--- src/rtl/crc_pkg.sv ---
// Shared CRC definitions: receive FSM state encoding and a single serial CRC step.
// crc_step operands are MSB-aligned in CRC_MAX_W bits so one function serves any CRC width.
package crc_pkg;
  typedef enum logic [1:0] {S_IDLE, S_DATA, S_CRC, S_OUT} state_t;

  localparam int CRC_MAX_W = 32;

  function automatic logic [CRC_MAX_W-1:0] crc_step(
    input logic [CRC_MAX_W-1:0] crc,
    input logic                 bit_i,
    input logic [CRC_MAX_W-1:0] poly
  );
    logic fb;
    fb = bit_i ^ crc[CRC_MAX_W-1];
    return (crc << 1) ^ (fb ? poly : '0);
  endfunction
endpackage

--- src/rtl/crc_bit_lfsr.sv ---
// Serial CRC LFSR: load restarts from SEED and consumes bit_in, en consumes bit_in.
module crc_bit_lfsr
  import crc_pkg::*;
#(
  parameter int                   CRC_WIDTH = 4,
  parameter logic [CRC_WIDTH:0]   POLY      = 5'b10011,
  parameter logic [CRC_WIDTH-1:0] SEED      = '0
) (
  input  logic                 clk,
  input  logic                 rst_n,
  input  logic                 load,
  input  logic                 en,
  input  logic                 bit_in,
  output logic [CRC_WIDTH-1:0] crc
);
  localparam int SH = CRC_MAX_W - CRC_WIDTH;

  logic [CRC_WIDTH-1:0] crc_q, crc_d, base;
  logic [CRC_MAX_W-1:0] stepped;

  always_comb begin
    base    = load ? SEED : crc_q;
    // Left-align so the package step sees the CRC MSB at its top bit.
    stepped = crc_step(CRC_MAX_W'(base) << SH, bit_in,
                       CRC_MAX_W'(POLY[CRC_WIDTH-1:0]) << SH);
    crc_d   = crc_q;
    if (load || en) crc_d = CRC_WIDTH'(stepped >> SH);
  end

  always_ff @(posedge clk or negedge rst_n) begin
    if (!rst_n) crc_q <= '0;
    else        crc_q <= crc_d;
  end

  assign crc = crc_q;
endmodule

--- config.mk ---
export PLATFORM = sky130hd
export DESIGN_NAME = crc_bit_lfsr
export DESIGN_NICKNAME = d
export VERILOG_FILES = /design/src/rtl/crc_pkg.sv /design/src/rtl/crc_bit_lfsr.sv
export SDC_FILE = /design/constraint.sdc
export NUM_CORES = 1
export LEC_CHECK = 0
export CAP_MARGIN = 5
export CORE_AREA = 4 4 41 43
export DETAILED_ROUTE_END_ITERATION = 10
export DIE_AREA = 0 0 45 47
export DONT_BUFFER_PORTS = 1
export HOLD_SLACK_MARGIN = 0.15
export PLACE_DENSITY = 0.36
export SKIP_CTS_REPAIR_TIMING = 1
export SLEW_MARGIN = 20
export SYNTH_ARGS = -nofsm -noshare
export SYNTH_HDL_FRONTEND = slang
export SYNTH_SLANG_ARGS = --single-unit
--- constraint.sdc ---
create_clock -name clk -period 1.9 [get_ports clk]
set_clock_uncertainty 0.05 [all_clocks]
set_input_delay 0.57 -clock clk [delete_from_list [all_inputs] [get_ports clk]]
set_output_delay 0.57 -clock clk [all_outputs]
set_load 0.02 [all_outputs]
-- After elaboration in Yosys (flattened, before gate mapping)
Cells that the tools add are included.
W data, S select, Z words.
- bits of input ports: 5
- word-level logic and storage cells: 6
- flip-flop bits (word level): 4
- output and inout port bits: 4
- bitwise logic cells: 2
- reduce and logical (&&, ||, !) cells: 1
- muxes and demuxes: 2
- operators by type and width (operator ; count):
    $xor A32 B30 Y32 ; 1
    $mux W30 ; 1
    $mux W4 ; 1
    $logic_or A1 B1 Y1 ; 1
    $xor A1 B1 Y1 ; 1

-- Longest topological paths before layout
Gate-level depths: netlist (run 1).
- word-level depth: 4
- depth in mapped cells: 4
- depth with buffers taken out: 3

-- Worst setup path after synthesis (run 1)
No wires, ideal clock.
- kind: input port to flip-flop
- start: in en
- end: reg crc_q[0], in the netlist crc[0]
- data arrival time: 1.098 ns
- library setup time: 0.121 ns
- cell stages on the path: 4
- setup slack: 0.631 ns
- cells stage by stage: buf_4 -> nand2_1 -> o22a_1 -> o22a_1
- word-level cells in the longest chain between the ends: 1
- RTL lines (item ; line ; source):
    from (decl) ; crc_bit_lfsr.sv:12 ; input logic en,
    $logic_or A1 B1 Y1 ; crc_bit_lfsr.sv:27 ; if (load || en) crc_d = CRC_WIDTH'(stepped >> SH);
    to (signal assigned) ; crc_bit_lfsr.sv:32 ; else crc_q <= crc_d;
    to (decl) ; crc_bit_lfsr.sv:18 ; logic [CRC_WIDTH-1:0] crc_q, crc_d, base;
Every way passes these cells.
A chain may end at the register's enable or synchronous reset.

-- Worst setup path in the final report (run 1)
- start: reg crc_q[3], in the netlist crc[3]
- end: out crc[3]
- RTL lines (item ; line ; source):
    to (decl) ; crc_bit_lfsr.sv:14 ; output logic [CRC_WIDTH-1:0] crc
No word-level cell between the ends.

==> flow_summary_export.csv, run 1 <==
group,metric,value,unit
routing,vias,144,
synthesis,synth-edff-count,0,
routing,routedWlPerCell,11.8,um
timing,finalCritPeriodShare,0.713,
timing,layout_min_cycle_time,1350,ps
placement,pre_cts_slack,687,ps
synthesis,synth.largest_area_cell,"dfrtp_1",
global_routing,grt_max_degree,8,
synthesis,synth_top_cell_area_share,0.510,
placement,gp_congestion,0.707,
global_routing,grt-ovfl-total,0,
setup_path,r2r_end,"crc[1]$_DFFE_PN0P_",
global_routing,grt_pass1_wl,600,um
layout,layout.nets,28,
synthesis,synthesis.area,196,um^2
timing,max_freq,739,MHz
timing,hold_viol,0,
cts,h-tree-depth,1,
floorplanning,ios,9,
floorplanning,die_x,45,um
synthesis,yosysSeqAreaShare,0.510,
setup_path,r2r-start,"crc[3]$_DFFE_PN0P_",
routing,finalWirelength,426,um
global_routing,grt_pass1_vias,136,
floorplanning,core,1300,um^2
cts,clock-root-buffer,"clkbuf_4",
floorplanning,die_area,2120,um^2
setup_path,critical_path.endpoint,"crc[3]",
timing,max_slew_margin,0.802,
synthesis,synth_compound_area_frac,0.229,
timing,slew_viol_final,0,
layout,n_antenna_cell,0,
synthesis,synth_cell_type_count,9,
cts,cts_tree,"built",
worst_hold_path,hold_path_class,"input port to flip-flop",
run_status,status,"finished, final reports clean",
layout,final.fill_count,149,
global_routing,grt_use_total,0.0476,
synthesis,synthFlopType,"dfrtp_1",
synthesis,synth_top_family_by_area,"compound AO/OA/AOI/OAI gates",
synthesis,synth-simple-area-share,0.0573,
cts,cts.clk_slew.worst_paths,40,ps
setup_path,startpoint,"crc[3]$_DFFE_PN0P_",
cts,cts.sinks,4,
synthesis,synth_adder_area_share,0,
floorplanning,start_util,0.151,
timing,worstMarginPinSlew,297,ps
global_routing,antenna_found_initial,0,
timing,setup_slack,546,ps
setup_path,arrival,730,ps
pwr,ir_drop,0.000191,V
cts,max-clock-path-buffers,2,
pwr,p_leak,0.0993,nW
floorplanning,die_y,47,um
routing,drc_errors,0,
placement,dpl_cell_area,208,um^2
setup_path,crit_fanout,4,
setup_path,setup.worst_path.end_class,"primary output",
timing,finalSetupViolCount,0,
run,cap_violations,0,
layout,fin_area,240,um^2
layout,largest_reg_flops,4,
synthesis,postSynthCellCount,18,
pwr,power_density,978,nW/um^2
setup_path,rrSetupSlack,680,ps
cts,cts_made_buffers,3,
synthesis,ys_warn_count,0,
layout,drive_gt1_frac,0.143,
synthesis,async_flop_share,1.00,
setup_path,worstSetupPathDepth,0,
synthesis,syn_avg_cell_area,10.9,um^2
routing,dr.pass1.iters,2,
floorplanning,fp-row-count,13,
layout,area_growth,22.3,%
synthesis,synth-xor-area-share,0.0446,
routing,postRouteAntennaNets,0,
synthesis,synth_commonest_cells,"dfrtp_1 (4), o22a_1 (4), a21oi_1 (2), mux2i_1 (2), nor2_1 (2)",
setup_path,critPathRequiredTime,1280,ps
synthesis,synthTopCellsByArea,"dfrtp_1 (51%), o22a_1 (18%), mux2i_1 (10%)",
timing,rsz0062_at_grt,"false",
cts,worstSkewPairLatency,230,ps
routing,via_per_inst,4.00,
routing,drt-initial-drc-count,2,
synthesis,syn-num-nets,23,
placement,port_buffers,0,
setup_path,crit_type,"flip-flop to primary output",
synthesis,synth_mux_area_frac,0.102,
timing,setup-tns-final,0,ps
synthesis,ys_seq_elements,4,
setup_path,reg2regPathDepth,3,
timing,fin_hold_ws,354,ps
setup_path,start_kind,"flip-flop",
-- cells by family (layout without fill, tap and decap cells) --
logic type      Yosys count  count (layout)
buf+inv                   2               5
simple gates              3               3
flops                     4               4
xor+xnor                  1               1
mux                       2               2
compound gates            6               6
-- stage by stage --
step           cells   util  power (mW)
6_report          36  0.185       0.235
5_1_grt           36  0.185       0.254
4_1_cts           35  0.177       0.239
3_5_place_dp      32  0.160       0.131
3_3_place_gp      32  0.160       0.129
2_1_floorplan     18      -       0.129
-- layer usage --
layer / track usage / vias to the layer above / part of all wire
met2: 0.0537 / 6 / 0.42
met5: 0 / - / 0
met1: 0.0368 / 68 / 0.46
met3: 0.0613 / 0 / 0.11
li1: - / 70 / -
met4: 0.0526 / 0 / 0
-- cell usage in the layout (no fill, tap or decap) --
cell / count
xnor2_1: 1
nor2_1: 2
mux2i_1: 2
inv_1: 1
o22a_1: 4
dlygate4sd3_1: 1
clkbuf_4: 3
nand2_1: 1
a21oi_1: 2
dfrtp_1: 4
-- power by group --
group	internal, mW	switching, mW
sequential	0.0926	0.0168
combinational	0.0139	0.00876
clock	0.0705	0.0324
total	0.177	0.0579
-- final cells by class --
class / count / area [um^2] / area share
flip-flops and latches: 4 / 100 / 0.417
multi-input cells: 12 / 85.1 / 0.354
clock buffers: 3 / 22.5 / 0.0938
well taps: 15 / 18.8 / 0.0781
repair buffers: 1 / 10.0 / 0.0417
inverters: 1 / 3.75 / 0.0156
-- how the worst min path moves through the flow --
stage                         endpoint   from  slack (ps)  depth (start not counted)
global route        crc[3]$_DFFE_PN0P_   load         330                          1
finish              crc[3]$_DFFE_PN0P_   load         350                          1
CTS                 crc[2]$_DFFE_PN0P_  rst_n         -30                          0
global placement    crc[2]$_DFFE_PN0P_  rst_n         220                          0
detailed placement  crc[2]$_DFFE_PN0P_  rst_n         220                          0
floorplan           crc[0]$_DFFE_PN0P_  rst_n         220                          0
Note: power is estimated with default switching activity, not from simulation.
==> run 2: changes to the inputs <==
--- a/config.mk
+++ b/config.mk
@@ -11,7 +11,7 @@
 export DIE_AREA = 0 0 45 47
 export DONT_BUFFER_PORTS = 1
 export HOLD_SLACK_MARGIN = 0.15
-export PLACE_DENSITY = 0.36
+export PLACE_DENSITY = 0.37
 export SKIP_CTS_REPAIR_TIMING = 1
 export SLEW_MARGIN = 20
 export SYNTH_ARGS = -nofsm -noshare
==> constraint.sdc (replaced) <==
create_clock -name clk -period 1.09 [get_ports clk]
set_clock_uncertainty 0.05 [all_clocks]
set_input_delay 0.327 -clock clk [delete_from_list [all_inputs] [get_ports clk]]
set_output_delay 0.327 -clock clk [all_outputs]
set_load 0.02 [all_outputs]
==> run 2 against run 1 <==
Against the previous run:
- the flow now finishes with violations (negative setup slack)
- final cell count grew 14%
- register-to-register slack lost 670 ps
- design area grew 26%
- count of clock-buffer cells in the layout is the same
==> flow_summary_export.csv, run 2 (synthesis results as in run 1) <==
group,metric,value,unit
floorplanning,start_util,0.151,
setup_path,critPathRequiredTime,710,ps
setup_path,setup.worst_path.end_class,"primary output",
setup_path,start_kind,"flip-flop",
placement,gp_congestion,0.722,
routing,via_per_inst,4.15,
placement,place_inst,35,
pwr,p_leak,0.128,nW
worst_hold_path,hold_depth,1,
layout,seqCellArea,104,um^2
timing,hold_viol,0,
layout,multi_input_area,92.6,um^2
timing,finalSetupViolCount,3,
setup_path,path_buf_inv,1,
timing,max_freq,851,MHz
floorplanning,ios,9,
pwr,power_density,1480,nW/um^2
global_routing,grtUsageMet3,0.0613,
pwr,power,0.447,mW
global_routing,grt_pass1_wl,800,um
worst_hold_path,hold_path_class,"input port to flip-flop",
routing,postRouteAntennaNets,0,
setup_path,critPathSlowestCell,"dfrtp_2",
pwr,ir_drop,0.000263,V
run,cap_violations,0,
timing,worstMarginPinSlew,193,ps
placement,port_buffers,0,
layout,drive_gt1_frac,0.423,
global_routing,top_usage_layer,"met2",
cts,cts_made_buffers,3,
timing,finalCritPeriodShare,1.08,
setup_path,cpPeakStageDelay,430,ps
run_status,failed_checks,"negative setup slack",
layout,largest_reg_flops,4,
layout,final.fill_count,145,
global_routing,antenna_found_initial,0,
layout,area_growth,54.1,%
setup_path,crit_family,"flip-flops",
layout,stdcell_count,41,
routing,finalWirelength,488,um
routing,drt-initial-drc-count,1,
routing,routedWlPerCell,11.9,um
floorplanning,fp-row-count,13,
layout,final_common_cell,"o22a_1",
global_routing,grt_use_total,0.0611,
routing,vias,170,
cts,worstSkewPairLatency,230,ps
cts,cts.clk_slew.worst_paths,40,ps
setup_path,crit_type,"flip-flop to primary output",
floorplanning,die_y,47,um
layout,layout_common_cells,"o22a_1 (4), clkbuf_4 (3), dfrtp_2 (3), buf_6 (3)",
timing,slew_viol_final,0,
global_routing,grt_pass1_vias,174,
placement,dpl_cell_area,240,um^2
global_routing,grt_use_met1,0.0483,
global_routing,met2_usage,0.0791,
cts,cts.sinks,4,
floorplanning,die_area,2120,um^2
timing,fin_hold_ws,177,ps
setup_path,path_cells,"buf_6",
timing,max_slew_margin,0.871,
timing,rsz0062_at_grt,"true",
global_routing,grt_max_degree,8,
setup_path,arrival,800,ps
setup_path,crit_fanout,3,
cts,h-tree-depth,1,
run_status,status,"complete, but fails checks",
global_routing,grt-ovfl-total,0,
floorplanning,die_x,45,um
timing,setup_slack,-85.4,ps
setup_path,worstSetupPathDepth,1,
setup_path,reg2regPathDepth,3,
floorplanning,core,1300,um^2
placement,pre_cts_slack,11.7,ps
cts,cts_tree,"built",
cts,clock-root-buffer,"clkbuf_4",
layout,layout.nets,33,
cts,max-clock-path-buffers,2,
timing,layout_min_cycle_time,1180,ps
routing,drc_errors,0,
layout,fin_area,303,um^2
routing,dr.pass1.iters,2,
layout,n_antenna_cell,0,
[run 2: cell count changes in the layout (fill, tap and decap cells not counted), sizes merged]
cell         previous run  this run
buf                     0         4
dlygate4sd3             1         2
[run 2: per-layer routing]
metal  part of all wire  routed length (um)
met5                  0                   0
met4                  0                   0
met3               0.12                  58
met2               0.52                 252
met1               0.36                 177
[run 2: final cells by class]
type,count,share of cell area
inverter,1,0.0124
tap,15,0.0620
multi-input combinational,12,0.306
sequential,4,0.343
timing repair buffer,6,0.202
clock buffer,3,0.0744
[run 2: final timing paths]
check | startpoint | end | slack [ps]
worst max-delay path | crc[0]$_DFFE_PN0P_ | crc[0] | -90
min in group asynchronous | rst_n | crc[2]$_DFFE_PN0P_ | 320
worst min register to register | crc[2]$_DFFE_PN0P_ | crc[3]$_DFFE_PN0P_ | 590
worst min-delay path | bit_in | crc[1]$_DFFE_PN0P_ | 180
max in group asynchronous | rst_n | crc[3]$_DFFE_PN0P_ | 480
worst max register to register | crc[0]$_DFFE_PN0P_ | crc[1]$_DFFE_PN0P_ | 10
[run 2: power by group]
part	total (mW)	internal, mW	switching [mW]
logic	0.0856	0.0514	0.0342
clock network	0.180	0.123	0.0573
registers	0.181	0.163	0.0181
total	0.447	0.338	0.110
[run 2: through the flow]
step | setup TNS (ps) | utilization
floorplan | -13.7 | -
global placement | 0 | 0.185
detailed placement | 0 | 0.185
CTS | -328 | 0.202
global route | -355 | 0.233
finish | -216 | 0.233
==> run 3: changes to the inputs <==
--- a/config.mk
+++ b/config.mk
@@ -13,7 +13,7 @@
 export HOLD_SLACK_MARGIN = 0.15
 export PLACE_DENSITY = 0.37
 export SKIP_CTS_REPAIR_TIMING = 1
-export SLEW_MARGIN = 20
+export SLEW_MARGIN = 25
 export SYNTH_ARGS = -nofsm -noshare
 export SYNTH_HDL_FRONTEND = slang
 export SYNTH_SLANG_ARGS = --single-unit
==> results of run 3 <==
Final layout, timing and power as in run 2 (identical DEF).
